$ cat src/rtl/frame_source_arbiter.sv
// Round-robin frame arbiter: grants one pixel source for a whole frame and
// streams its pixels to the display controller one request at a time.
module frame_source_arbiter #(
    parameter int NUM_SRC    = 4,
    parameter int PIXEL_W    = 16,
    parameter int RESOLUTION = 100,
    localparam int IDX_W     = (RESOLUTION > 1) ? $clog2(RESOLUTION) : 1,
    localparam int SRC_W     = (NUM_SRC > 1) ? $clog2(NUM_SRC) : 1
) (
    input  logic                       clk,
    input  logic                       rst,
    input  logic [NUM_SRC-1:0]         src_req,
    input  logic [NUM_SRC*PIXEL_W-1:0] src_pixel,
    output logic [NUM_SRC-1:0]         src_grant,
    output logic                       src_pix_rd,
    output logic                       src_frame_end,
    input  logic                       disp_pix_req,
    output logic [PIXEL_W-1:0]         disp_pixel,
    output logic                       disp_frame_done,
    output logic [IDX_W-1:0]           pixel_index
);

    typedef enum logic [1:0] {IDLE, ARB, STREAM, DONE} state_t;

    localparam logic [NUM_SRC-1:0] GRANT_LSB = NUM_SRC'(1);
    localparam logic [IDX_W-1:0]   LAST_IDX  = IDX_W'(RESOLUTION - 1);

    state_t               state_reg, state_next;
    logic [NUM_SRC-1:0]   grant_reg;
    logic [SRC_W-1:0]     grant_idx_reg;
    logic [SRC_W-1:0]     last_grant_reg;
    logic                 src_pix_rd_reg;
    logic                 frame_end_reg;
    logic [PIXEL_W-1:0]   disp_pixel_reg;
    logic [IDX_W-1:0]     pixel_index_reg;

    logic                 pick_valid;
    logic [SRC_W-1:0]     pick_idx;
    logic [SRC_W-1:0]     cand_idx;
    logic                 last_pix;
    logic [PIXEL_W-1:0]   src_pix_arr [NUM_SRC];

    generate
        for (genvar gi = 0; gi < NUM_SRC; gi++) begin : g_unpack
            assign src_pix_arr[gi] = src_pixel[gi*PIXEL_W +: PIXEL_W];
        end
    endgenerate

    // Walk offsets from the far end so the nearest requester after last_grant wins.
    always_comb begin
        pick_valid = 1'b0;
        pick_idx   = '0;
        cand_idx   = '0;
        for (int k = NUM_SRC; k >= 1; k--) begin
            cand_idx = SRC_W'((int'(last_grant_reg) + k) % NUM_SRC);
            if (src_req[cand_idx]) begin
                pick_valid = 1'b1;
                pick_idx   = cand_idx;
            end
        end
    end

    assign last_pix = (pixel_index_reg == LAST_IDX);

    always_comb begin
        state_next = state_reg;
        case (state_reg)
            IDLE:    if (|src_req) state_next = ARB;
            ARB:     state_next = pick_valid ? STREAM : IDLE;
            STREAM:  if (disp_pix_req && last_pix) state_next = DONE;
            DONE:    state_next = IDLE;
            default: state_next = IDLE;
        endcase
    end

    always_ff @(posedge clk) begin
        if (rst) begin
            state_reg <= IDLE;
        end else begin
            state_reg <= state_next;
        end
    end

    always_ff @(posedge clk) begin
        if (rst) begin
            grant_reg       <= '0;
            grant_idx_reg   <= '0;
            last_grant_reg  <= SRC_W'(NUM_SRC - 1);
            src_pix_rd_reg  <= 1'b0;
            frame_end_reg   <= 1'b0;
            disp_pixel_reg  <= '0;
            pixel_index_reg <= '0;
        end else begin
            src_pix_rd_reg <= 1'b0;
            frame_end_reg  <= 1'b0;
            case (state_reg)
                ARB: begin
                    grant_reg     <= pick_valid ? (GRANT_LSB << pick_idx) : '0;
                    grant_idx_reg <= pick_idx;
                end
                STREAM: begin
                    if (disp_pix_req) begin
                        disp_pixel_reg  <= src_pix_arr[grant_idx_reg];
                        src_pix_rd_reg  <= 1'b1;
                        pixel_index_reg <= last_pix ? '0 : pixel_index_reg + 1'b1;
                    end
                end
                // Frame end is registered here so it lands after the last read pulse.
                DONE: begin
                    frame_end_reg  <= 1'b1;
                    grant_reg      <= '0;
                    last_grant_reg <= grant_idx_reg;
                end
                default: ;
            endcase
        end
    end

    assign src_grant       = grant_reg;
    assign src_pix_rd      = src_pix_rd_reg;
    assign src_frame_end   = frame_end_reg;
    assign disp_pixel      = disp_pixel_reg;
    assign pixel_index     = pixel_index_reg;
    assign disp_frame_done = (state_reg == IDLE);

endmodule

$ cat config.mk
export PLATFORM = sky130hd
export DESIGN_NAME = frame_source_arbiter
export DESIGN_NICKNAME = d
export VERILOG_FILES = /design/src/rtl/frame_source_arbiter.sv
export SDC_FILE = /design/constraint.sdc
export NUM_CORES = 1
export LEC_CHECK = 0
export CAP_MARGIN = 20
export CORE_UTILIZATION = 30
export CTS_BUF_LIST = sky130_fd_sc_hd__clkbuf_8
export CTS_CLUSTER_DIAMETER = 150
export CTS_CLUSTER_SIZE = 16
export DETAILED_ROUTE_END_ITERATION = 8
export PLACE_DENSITY_LB_ADDON = 0.15
export SLEW_MARGIN = 20
export SYNTH_ARGS = -nofsm -noshare
export SYNTH_HDL_FRONTEND = slang
export SYNTH_SLANG_ARGS = --single-unit
$ cat constraint.sdc
create_clock -name clk -period 3.56 [get_ports clk]
set_input_delay 0.712 -clock clk [delete_from_list [all_inputs] [get_ports clk]]
set_output_delay 0.712 -clock clk [all_outputs]
set_load 0.02 [all_outputs]
Yosys cells after proc, flatten, opt, wreduce, memory -nomap -nowiden
Index checks and enable logic that the tools add are counted.

Multiplexer cells: 28. Add/subtract/negate cells: 5. Eq/ne operators: 6. Shift-type cells: 1. Magnitude comparators: 5. Multipliers: 0. Reductions and logical operators: 7. Div/mod/pow operators: 0. Bitwise logic cells: 2.

Operator list (count): $bmux W16 S2 (1); $mux W16 (2); $mux W2 (7); $lt A2 B3 Y1 const B (4); $mux W1 (10); $bmux W1 S2 (4); $pmux W2 S4 (1); $pmux W4 S2 (1); $add A7 B1 Y7 const B (1); $eq A7 B7 Y1 const B (1); $mux W7 (1); $add A2 B1 Y2 const B (2); $add A2 B2 Y2 const B (2); $eq A2 B2 Y1 const B (2); $mux W4 (1); $reduce_and A2 Y1 (2); $reduce_or A4 Y1 (1); $shl A1 B2 Y4 const A (1); $ge A3 B3 Y1 const B (1); $not A2 Y3 (1); $eq A2 B1 Y1 const B (1); $logic_not A2 Y1 (1); $ne A2 B1 Y1 const B (1); $ne A2 B2 Y1 const B (1); other kinds (4) (4).

Latch bits: 0. Bits in registers: 35. Bits in read-only memories: 0. Output and inout bits: 30. RAM bits: 0. Logic and storage cells: 62. Memories kept: 0.

Logic depth before layout (Yosys ltp)
Gate-level depths: netlist of run 1.

Depth in word-level cells: 10. Mapped depth: 5.

Least setup slack after synthesis of run 1
OpenSTA, ideal clock, no wires.

Path type: input port to flip-flop. Start point: input src_req[0]. End point: register grant_reg[0], in the netlist src_grant[0]. Setup slack: 1843 ps. Setup time: 131 ps. Required time: 3429 ps. Stages on the path: 4. Arrival time: 1586 ps. Cells stage by stage: or4_1 and3_1 nand2b_1 o32ai_1.

Longest elaborated chain between the ends: 9. Elaborated cells on any way between the ends: 19. Classes of those cells: shift (1); mux (18).

Ends and longest elaborated chain: start, declared (line 12) `input logic [NUM_SRC-1:0] src_req,`; $bmux W1 S2 (line 56) `if (src_req[cand_idx]) begin`; $mux W1 (implied by the code) (line 56); $mux W2 (4 in series) (line 56); $shl A1 B2 Y4 (line 98) `grant_reg <= pick_valid ? (GRANT_LSB << pick_idx) : '0;`; $mux W4 (*) (line 98); $pmux W4 S2 (*) (line 96) `case (state_reg)`; end signal, assigned (line 98); end, declared (line 29) `logic [NUM_SRC-1:0] grant_reg;`.

Every way passes the cells marked *; elsewhere a longest branch is shown, timed or not. The select of a mux whose other input is x is not followed. A chain may end at the register's enable or synchronous reset.

Final worst setup path of run 1
Start point: register state_reg[0]. End point: output disp_frame_done.

Longest elaborated chain between the ends: 1.

Ends and longest elaborated chain: start, declared (line 28) `state_t state_reg, state_next;`; start signal, assigned (line 80) `state_reg <= state_next;`; $logic_not A2 Y1 (line 124) `assign disp_frame_done = (state_reg == IDLE);`; end, declared (line 19) `output logic disp_frame_done,`.

Every way passes these cells.

==> reports/results.ini, run 1 <==
[layout]
antennaDiodeCount=0
n_fill_cell=530
multi_input_area_um2=1010
drive_gt1_frac=0.0931
regArea_um2=701
largest_register_ffs=16
layout.nets=361
areaGrowthSynthToFinish_pct=63.2

[yosys]
synth_area_leaders=dfxtp_1 39%, mux4_2 20%, nand2_1 9.0%
synth-seq-area-share=0.391
yosys.area.top_type=dfxtp_1
yosys_warnings=0
netlist_top_cells_count=43 x nand2_1, 35 x dfxtp_1, 20 x a21oi_1, 16 x mux4_2, 10 x nor2_1
synth_cell_types=35
synth_cells=191
synth.most_common_cell=nand2_1
ys.flop_type=dfxtp_1
synth_edf_count=0
synthArstFlopShare=0
synth_fp_nets=263
yosysTopAreaCellShare=0.391
netlist_area_um2=1790
synth-seq-cells=35
syn_area_per_cell_um2=9.39

[power_and_ir_drop]
p_leak_uw=0.000988
power_density_nw_per_um2=320
vdd_drop_max_v=0.000152
finalPower_uw=937

[placement]
gp_congestion=0.794
post-place-ws_ps=1110
hpwl_um=3810
portBuffers=100

[worst_setup_path]
crit_fanout=12
rr_endpoint=pixel_index[4]
crit_family=buffers and inverters
crit_slowest_cell=clkdlybuf4s50_1
path_buf_inv=1
criticalPathCategory=register to output pin
rr_worst_depth=5
cp-end-kind=output pin
crit_path_start_kind=register
arrival_ps=1520
cp_slowest_stage_delay_ps=630
worstPathRequired_ps=2850
path_cells=nor2_1, clkdlybuf4s50_1
r2r_setup_slack_ps=1790
rr_startpoint=state_reg[0]

[global_route]
grt_pass1_wl_um=8190
grt-busiest-layer=met2
grtUsageMet1=0.215
grt_pass1_vias=1813
met2_usage=0.265
met3_usage=0.0621
grt-ovfl-total=0
grt_max_degree=24
grt_use_total=0.168
antenna_found_initial=0

[detailed_routing]
routed_wl_um=4980
initialDrtViolationCount=65
wl_per_cell_um=13.8
vias=1782
first_pass_iters=4
ant_nets=0
drc=0
vias_per_cell=4.92

[floorplanning]
ioPinCount=101
die_x_um=79.3
die_h_um=79.3
die_area_um2=6290
initial_core_util=0.318
rows=27
core_um2=5640

[timing]
rsz0062_at_grt=no
fin_crit_sh=0.628
period_needed_ps=2230
fin_tns_setup_ps=0
hold_slack_ps=458
hold_violations=0
tightest_slew_ps=807
max_slew_margin=0.461
maxSlewViolCount=0
skew_ps=4.14
finalSetupViolations=0
setup_slack_ps=1330
clock.fmax_ghz=0.448

[hold_path]
hp-start=disp_pixel[5]
hp-class=register to register
hold-path-endpoint=disp_pixel[5]
hold_depth=2

[clocking]
cts_tree=built
clk_latency_ps=280
clock_sinks=35
cts-resized-gates=0
htree_levels=2
numCtsBuffers=5
path_clk_slew_ps=70
cts_root_buf=clkbuf_8
hold_buffers=0
clock_path_buffers=2
cts_setup_buffers=0

[run]
drv_cap=0

[outcome]
outcome=complete, no violations

[kinds of logic after synthesis]
group,Yosys count,share of synthesized area
adder cells (fa/ha/maj),1,0.00697
AO/OA/AOI/OAI,36,0.124
buffers and inverters,18,0.0481
flip-flops,35,0.391
XOR/XNOR,2,0.00976
multiplexers,19,0.218
AND/OR/NAND/NOR,80,0.202
[tightest hold or removal path: cells and delay by family (launching register included)]
kind / cells / cell delay (ps)
and+or+nand+nor: 1 / 50
DFF: 1 / 310
AOI/OAI and AO/OA: 1 / 50
[layer usage]
layer	wire length, um	up-vias
met5	0	-
met4	53	0
met3	398	4
met2	2330	68
met1	2200	819
li1	-	891
[cell usage in the layout (no fill, tap or decap), types with 2 or more instances in the layout]
cell type        instances
dfxtp_1                 35
nand2_1                 43
mux4_2                  16
nand3_1                  7
clkbuf_8                 5
nand2b_1                 5
xnor2_1                  2
buf_4                    4
o21ai_0                  2
mux2i_1                  2
nor3_1                   4
clkdlybuf4s50_1        100
o41ai_1                  2
or4_1                    3
o32ai_1                  4
inv_1                    7
a21oi_1                 20
nor2b_1                  2
nand3b_1                 2
nor2_1                  10
[metrics by stage]
step	utilization	std cells	cell area, um^2
after floorplan	-	191	1790
after global placement	0.505	354	2850
after detailed placement	0.505	354	2850
after CTS	0.519	362	2930
after global routing	0.519	362	2930
final	0.519	362	2930
[final cells by class]
| class | instances | share of cell area |
|---|---|---|
| Timing Repair Buffer | 104 | 0.352 |
| Multi-Input combinational cell | 138 | 0.344 |
| Sequential cell | 35 | 0.239 |
| Tap cell | 72 | 0.0308 |
| Clock buffer | 5 | 0.0235 |
| Inverter | 5 | 0.00641 |
| Clock inverter | 3 | 0.00427 |
[worst max-delay path by stage]
stage	start	end	slack, ps	depth (start not counted)
after floorplan	src_req[0]	src_grant[0]	1840	4
after global placement	disp_pix_req	pixel_index[4]	1130	6
after detailed placement	disp_pix_req	pixel_index[4]	1110	6
after CTS	state_reg[0]	disp_frame_done	1320	2
after global routing	state_reg[0]	disp_frame_done	1260	2
final	state_reg[0]	disp_frame_done	1330	2
[power by group]
group / internal, uW / switching, uW / leakage (uW) / total (uW)
sequential: 409 / 19.1 / 0.000284 / 428
combinational: 154 / 89.5 / 0.000654 / 243
clock: 131 / 134 / 0.0000505 / 266
total: 694 / 243 / 0.000988 / 937
Power figures use the tool's default switching activity.
==> run 2: changes to the inputs <==
==> constraint.sdc (replaced) <==
create_clock -name clk -period 2.1 [get_ports clk]
set_input_delay 0.42 -clock clk [delete_from_list [all_inputs] [get_ports clk]]
set_output_delay 0.42 -clock clk [all_outputs]
set_load 0.02 [all_outputs]
==> run 2 against run 1 <==
Clock power grew 98%. Critical path depth stayed put. Power grew 78%. Register-to-register slack lost 1300 ps. Non-clock buffer count is 2 higher. Final area rose by 1.2%. Final cell count increased by 0.55%. Combinational power rose by 71%. Critical endpoint unchanged. Largest power group unchanged.
==> reports/results.ini, run 2 (same netlist as run 1, synthesis figures left out) <==
[timing]
tightest_slew_ps=500
hold_violations=0
skew_ps=2.20
fin_tns_setup_ps=0
finalSetupViolations=0
maxSlewViolCount=0
period_needed_ps=1950
clock.fmax_ghz=0.512
rsz0062_at_grt=no
fin_crit_sh=0.929
max_slew_margin=0.662

[detailed_routing]
drc=0
vias=1783
first_pass_iters=4
wl_per_cell_um=13.6
ant_nets=0
routed_wl_um=4950
vias_per_cell=4.90
initialDrtViolationCount=63

[worst_setup_path]
crit_fanout=12
worstPathRequired_ps=1680
crit_family=buffers and inverters
path_cells=nor2_1, clkdlybuf4s50_1
crit_path_start_kind=register
cp-end-kind=output pin
path_buf_inv=1
arrival_ps=1530
criticalPathCategory=register to output pin
crit_slowest_cell=clkdlybuf4s50_1
cp_slowest_stage_delay_ps=620

[placement]
gp_congestion=0.754
portBuffers=100
hpwl_um=3770

[clocking]
htree_levels=2
clk_latency_ps=280
clock_path_buffers=2
clock_sinks=35
numCtsBuffers=5
cts_tree=built
path_clk_slew_ps=70
cts-resized-gates=0
hold_buffers=0
cts_root_buf=clkbuf_8
cts_setup_buffers=0

[floorplanning]
die_h_um=79.3
initial_core_util=0.318
core_um2=5640
rows=27
die_area_um2=6290
die_x_um=79.3
ioPinCount=101

[power_and_ir_drop]
p_leak_uw=0.00100
clockPowerShare=0.316
swShare=0.249
p_comb_frac=0.250
p_int_uw=1250
p_seq_frac=0.434
power_switching_uw=414
vdd_drop_max_v=0.000260
power_density_nw_per_um2=562

[global_route]
grt-ovfl-total=0
grt_use_total=0.175
grt_max_degree=20
grt_pass1_wl_um=8490
antenna_found_initial=0
grt_pass1_vias=1861

[run]
drv_cap=0

[layout]
layout.nets=363
mostFrequentLayoutCells=100 x clkdlybuf4s50_1, 43 x nand2_1, 35 x dfxtp_1
largest_register_ffs=16
areaGrowthSynthToFinish_pct=65.1
final_core_util=0.525
drive_gt1_frac=0.103
antennaDiodeCount=0
layout_commonest_cell=clkdlybuf4s50_1

[outcome]
outcome=complete, no violations

[hold_path]
hp-class=register to register

[run 2: final timing paths]
check,startpoint,endpoint,slack (ps),depth (start not counted)
worst max-delay path,state_reg[0],disp_frame_done,150,2
worst min-delay path,disp_pixel[15],disp_pixel[15],450,2
worst max register to register,pixel_index[0],pixel_index[0],460,5
worst min register to register,disp_pixel[15],disp_pixel[15],450,2
[run 2: power by group through the flow]
| stage | clock network, uW | registers (uW) | logic (uW) |
|---|---|---|---|
| after floorplan | 0 | 746 | 204 |
| after global placement | 0 | 735 | 419 |
| after detailed placement | 0 | 736 | 420 |
| after CTS | 545 | 721 | 421 |
| after global routing | 580 | 727 | 457 |
| final | 526 | 722 | 416 |
[run 2: metrics by stage]
step	cell area (um^2)	power [uW]	hold WS (ps)	setup WS [ps]	cells
detailed placement	2860	1160	447	133	356
finish	2960	1660	452	148	364
global placement	2860	1150	441	146	356
CTS	2960	1690	457	130	364
global route	2960	1760	484	77.5	364
floorplan	1790	950	469	489	191
[run 2: final cells by class]
cell class,count,area [um^2]
fillers,531,2680
repair buffers,106,1050
multi-input cells,138,1010
flip-flops and latches,35,701
clock buffers,7,96.3
well taps,72,90.1
inverters,5,18.8
clock inverters,1,3.75
[run 2: tightest hold or removal path, stage by stage, from the launching register on]
cell,delay (ps)
dfxtp_1,310
nand2_1,50
a21oi_1,50
[run 2: per-layer routing]
layer | GRT usage | wire (um) | vias up | share of wire
met5 | 0 | 0 | - | 0
met4 | 0.0618 | 66 | 0 | 0.013
met3 | 0.0644 | 381 | 6 | 0.077
met2 | 0.288 | 2420 | 61 | 0.49
met1 | 0.207 | 2080 | 829 | 0.42
li1 | - | - | 887 | -
